$ cat src/rtl/shift_reg_flow_ctrl.sv
// shift_reg_flow_ctrl
//   Valid/ready flow controller for one enable-only shift_reg of DEPTH stages.
//   It drives the shift enable and keeps a per-stage valid mask. Together they
//   turn the plain delay line into a stallable, flushable streaming stage.
//   Only control is handled here; data runs from din through the shift_reg.
// Ports
//   clk, rst_n        clock, async active-low reset
//   s_valid/s_ready   upstream handshake (data goes to shift_reg din)
//   m_valid/m_ready   downstream handshake (data at shift_reg dout)
//   flush             discard all contents (sampled in RUN only)
//   sr_ena            shift enable to the shift_reg
//   flush_busy        high while flushing
//   flush_done        one-cycle pulse when a flush completes
//   occupancy         number of valid words held in the line
module shift_reg_flow_ctrl #(
  parameter int  DEPTH = 7,
  localparam int CNT_W = $clog2(DEPTH + 1)
) (
  input  logic             clk,
  input  logic             rst_n,
  input  logic             s_valid,
  output logic             s_ready,
  output logic             m_valid,
  input  logic             m_ready,
  input  logic             flush,
  output logic             sr_ena,
  output logic             flush_busy,
  output logic             flush_done,
  output logic [CNT_W-1:0] occupancy
);

  typedef enum logic {RUN = 1'b0, FLUSH = 1'b1} state_t;

  state_t           state;
  logic [DEPTH-1:0] vmask;      // bit DEPTH-1 is the head (dout) stage
  logic [DEPTH-1:0] vmask_nxt;
  logic [CNT_W-1:0] fcnt;
  logic             run;
  logic             head;
  logic             s_hs;
  logic             m_hs;
  logic             in_bit;

  // The line only freezes when the head holds a word nobody takes; a bubble
  // at the head never blocks. In FLUSH the line free-runs and zeros shift in.
  always_comb begin
    run       = (state == RUN);
    head      = vmask[DEPTH-1];
    m_valid   = run & head;
    sr_ena    = ~run | ~head | m_ready;
    s_ready   = run & sr_ena;
    s_hs      = s_valid & s_ready;
    m_hs      = m_valid & m_ready;
    in_bit    = run & s_valid;
    // Shift-in written as a truncating cast so DEPTH=1 needs no special case.
    vmask_nxt = DEPTH'({vmask, in_bit});
  end

  always_ff @(posedge clk or negedge rst_n) begin
    if (!rst_n) begin
      state      <= RUN;
      vmask      <= '0;
      occupancy  <= '0;
      fcnt       <= '0;
      flush_done <= 1'b0;
      flush_busy <= 1'b0;
    end else begin
      flush_done <= 1'b0;
      case (state)
        RUN: begin
          if (sr_ena) vmask <= vmask_nxt;
          if (s_hs && !m_hs)      occupancy <= occupancy + CNT_W'(1);
          else if (!s_hs && m_hs) occupancy <= occupancy - CNT_W'(1);
          // Handshakes of the flush-request cycle still complete above.
          if (flush) begin
            state      <= FLUSH;
            fcnt       <= CNT_W'(DEPTH);
            flush_busy <= 1'b1;
          end
        end
        FLUSH: begin
          if (fcnt == CNT_W'(1)) begin
            state      <= RUN;
            vmask      <= '0;
            occupancy  <= '0;
            fcnt       <= '0;
            flush_busy <= 1'b0;
            flush_done <= 1'b1;
          end else begin
            vmask <= vmask_nxt;
            fcnt  <= fcnt - CNT_W'(1);
          end
        end
        default: state <= RUN;
      endcase
    end
  end

endmodule

$ cat config.mk
export PLATFORM = sky130hd
export DESIGN_NAME = shift_reg_flow_ctrl
export DESIGN_NICKNAME = d
export VERILOG_FILES = /design/src/rtl/shift_reg_flow_ctrl.sv
export SDC_FILE = /design/constraint.sdc
export NUM_CORES = 1
export LEC_CHECK = 0
export ABC_AREA = 1
export ABC_CLOCK_PERIOD_IN_PS = 2400
export BUFFER_PORTS_ARGS = -buffer_cell sky130_fd_sc_hd__buf_2
export CORE_MARGIN = 2
export CORE_UTILIZATION = 38
export CTS_CLUSTER_SIZE = 8
export DETAILED_ROUTE_END_ITERATION = 8
export PLACE_DENSITY = 0.54
export SLEW_MARGIN = 20
export SYNTH_ARGS = -nofsm -noshare
export SYNTH_HDL_FRONTEND = slang
export SYNTH_SLANG_ARGS = --single-unit
$ cat constraint.sdc
create_clock -name clk -period 2.4 [get_ports clk]
set_input_delay 0 -clock clk [delete_from_list [all_inputs] [get_ports clk]]
set_output_delay 0 -clock clk [all_outputs]
set_load 0.03 [all_outputs]
==> run metrics <==
status=finished, final reports clean; worst-skew pair later-pin latency=0.28 ns; 1st-iter DRT viols=10; Static Leakage=0.000536 µW; slowest stage delay, CP=0.39 ns; Worst-Margin Slew=0.377 ns; RSZ-0062 raised after global routing=false; post-synth cell types=22; H-tree levels=1; cts repair resizes=0; worst-path maximum fanout=10; TritonCTS clock tree=done; worst vdd ir=0.536 mV; CTS Buf Count=3; Highest Clock Rate=0.539 GHz; clk slew on worst S/H paths=0.09 ns; max cap viols=0; Period minus WS final=1.85 ns; die height=50.4 µm; layout overhead on the synthesized area=19.1%; final WL=1480 µm; initial core utilization=0.409; Max Root-Sink Buffers=2; fin. max-slew vios=0; crit start category=flop; Register Area=400 µm²; Ys Warns=0; CORE AREA=0.00200 mm²; Inserted Diodes=0; Fin Hold WS=0.0980 ns; area of the multi-input gates=350 µm²; slew margin rel.=0.748; Final ANT Viol Nets=0; wire per inst=10.9 µm; Clk Tree Root Cell=clkbuf_4; syn_area_per_cell=9.09 µm²; Cell Area, Placed=908 µm²; final hold vios=0; layout cells sized above 1=0.229; clock sinks=16; CP dominant cell by count=nand2_1; DRC Markers=0; All-Layer GR Usage=0.141; Synth Instances=90; number of fill cells=192; pin count of the biggest net entering global routing=17; via count=635; post-synthesis sequential area ratio=0.489; setup TNS=0 ns; Yosys top cell by area=dfrtp_1; final core utilization=0.487; crit path capture type=flop; worst min-delay path class=in -> reg; Crit path arrival time=2.04 ns; slowest stage cell, crit path=dfrtp_1; vias in the first global route=618; fin crit share=0.773; post-synth net total=98; vias per cell=4.67; dpl hpwl=1100 µm; Port Buffer Count=12; Rows=16; worst-path cell chain=inv_1, nand3_4, nand3_2, inv_1, fa_1, inv_1, nand2_1, nand2_1, inv_1, nand2_1, nand2_1, nand2_1, nand2_1; grt total ovfl=0; top-area cell type share of the netlist area=0.489; die width=50.4 µm; Final nets=118; Post-Syn Area=818 µm²; final clock skew=0.00183 ns; first-pass GRT wire length=2720 µm; fin area=975 µm²; Final Setup Violations=0; Power Density=1270 mW/mm²; Pre-antenna DRT Iters=4; synth top area cells=dfrtp_1 49%, nand2_1 10%, nand3_1 7.3%; FF+latch count, synth=16; initial antenna violation count=0; Critical Path RT=2.58 ns; crit path kind=reg -> reg; num ports=13; die area=0.00254 mm²; GPL Wtd Cong=0.746
-- worst max-delay path, delay by kind of cell (launching register included) --
kind | cells | cell delay [ns]
adder cells (fa/ha/maj) | 1 | 0.37
buffers and inverters | 4 | 0.36
flip-flops | 1 | 0.39
AND/OR/NAND/NOR | 8 | 0.64
-- through the flow --
| stage | power, µW | instances | setup slack, ns |
|---|---|---|---|
| global route | 1380 | 136 | 0.318 |
| finish | 1240 | 136 | 0.545 |
| global placement | 1070 | 129 | 0.604 |
| detailed placement | 1080 | 129 | 0.570 |
| floorplan | 941 | 90 | 0.621 |
| CTS | 1260 | 136 | 0.542 |
-- cell usage in the layout, fill, tap and decap left out, drive strengths merged --
cell type	netlist	layout
a21oi	4	4
a32o	1	1
o21ai	2	2
nand4	1	1
dlygate4sd3	0	3
fa	1	1
o221ai	1	1
a22oi	1	1
xnor2	1	1
nand3	15	15
clkbuf	0	4
nand2	24	24
dfrtp	16	16
nand3b	1	1
inv	15	15
a31oi	1	1
buf	1	13
ha	2	2
nor2	3	3
-- cells by family (layout without fill, tap and decap cells) --
family          count (synthesis)  count (layout)  synth area share
flops                          16              16             0.489
xor+xnor                        1               1            0.0107
simple gates                   44              44             0.286
buf+inv                        16              35            0.0826
compound gates                 10              10            0.0765
fa+ha+maj                       3               3            0.0550
-- path summary, 6_finish.rpt --
kind                             from           end  slack [ns]  depth (start not counted)
min in group asynchronous       rst_n    flush_done        0.16                          2
hold reg to reg            flush_busy    flush_busy        0.49                          2
setup reg to reg                state  occupancy[2]        0.55                         13
setup / recovery                state  occupancy[2]        0.55                         13
max in group asynchronous       rst_n       fcnt[0]        1.98                          2
hold / removal                m_ready      vmask[4]         0.1                          4
-- timing repair --
action,in CTS,in global routing
hold buffers,3,0
setup buffers,0,0
hold endpoints to repair,20,0
-- where the power goes --
part	switching [µW]	internal [µW]
Sequential	70.0	384
Clock	83.8	92.3
Combinational	400	212
-- synthesized netlist by cell type --
| cell type | n |
|---|---|
| a21oi_1 | 4 |
| a22oi_1 | 1 |
| a31oi_1 | 1 |
| a32o_1 | 1 |
| buf_6 | 1 |
| dfrtp_1 | 16 |
| fa_1 | 1 |
| ha_1 | 2 |
| inv_1 | 13 |
| inv_2 | 2 |
| nand2_1 | 22 |
| nand2_2 | 2 |
| nand3_1 | 12 |
| nand3_2 | 2 |
| nand3_4 | 1 |
| nand3b_1 | 1 |
| nand4_1 | 1 |
| nor2_1 | 2 |
| nor2_8 | 1 |
| o21ai_0 | 2 |
| o221ai_1 | 1 |
| xnor2_1 | 1 |
-- metal layers --
metal  routed length, µm  track usage  vias to the layer above
met1                 764        0.205                      293
met4                  12       0.0676                        0
met2                 645        0.202                       10
met5                   0            0                        -
met3                  59       0.0268                        2
li1                    -            -                      330
-- final cells by class --
cell class	instances	area share
Sequential cell	16	0.411
Inverter	15	0.0578
Timing Repair Buffer	16	0.100
Multi-Input combinational cell	58	0.359
Clock buffer	4	0.0372
Tap cell	27	0.0347
-- registers in the layout, indices dropped and copies added (netlist names) --
signal,cells
flush_done,1
occupancy,3
flush_busy,1
fcnt,3
state,1
vmask,7
Power figures use the tool's default switching activity.
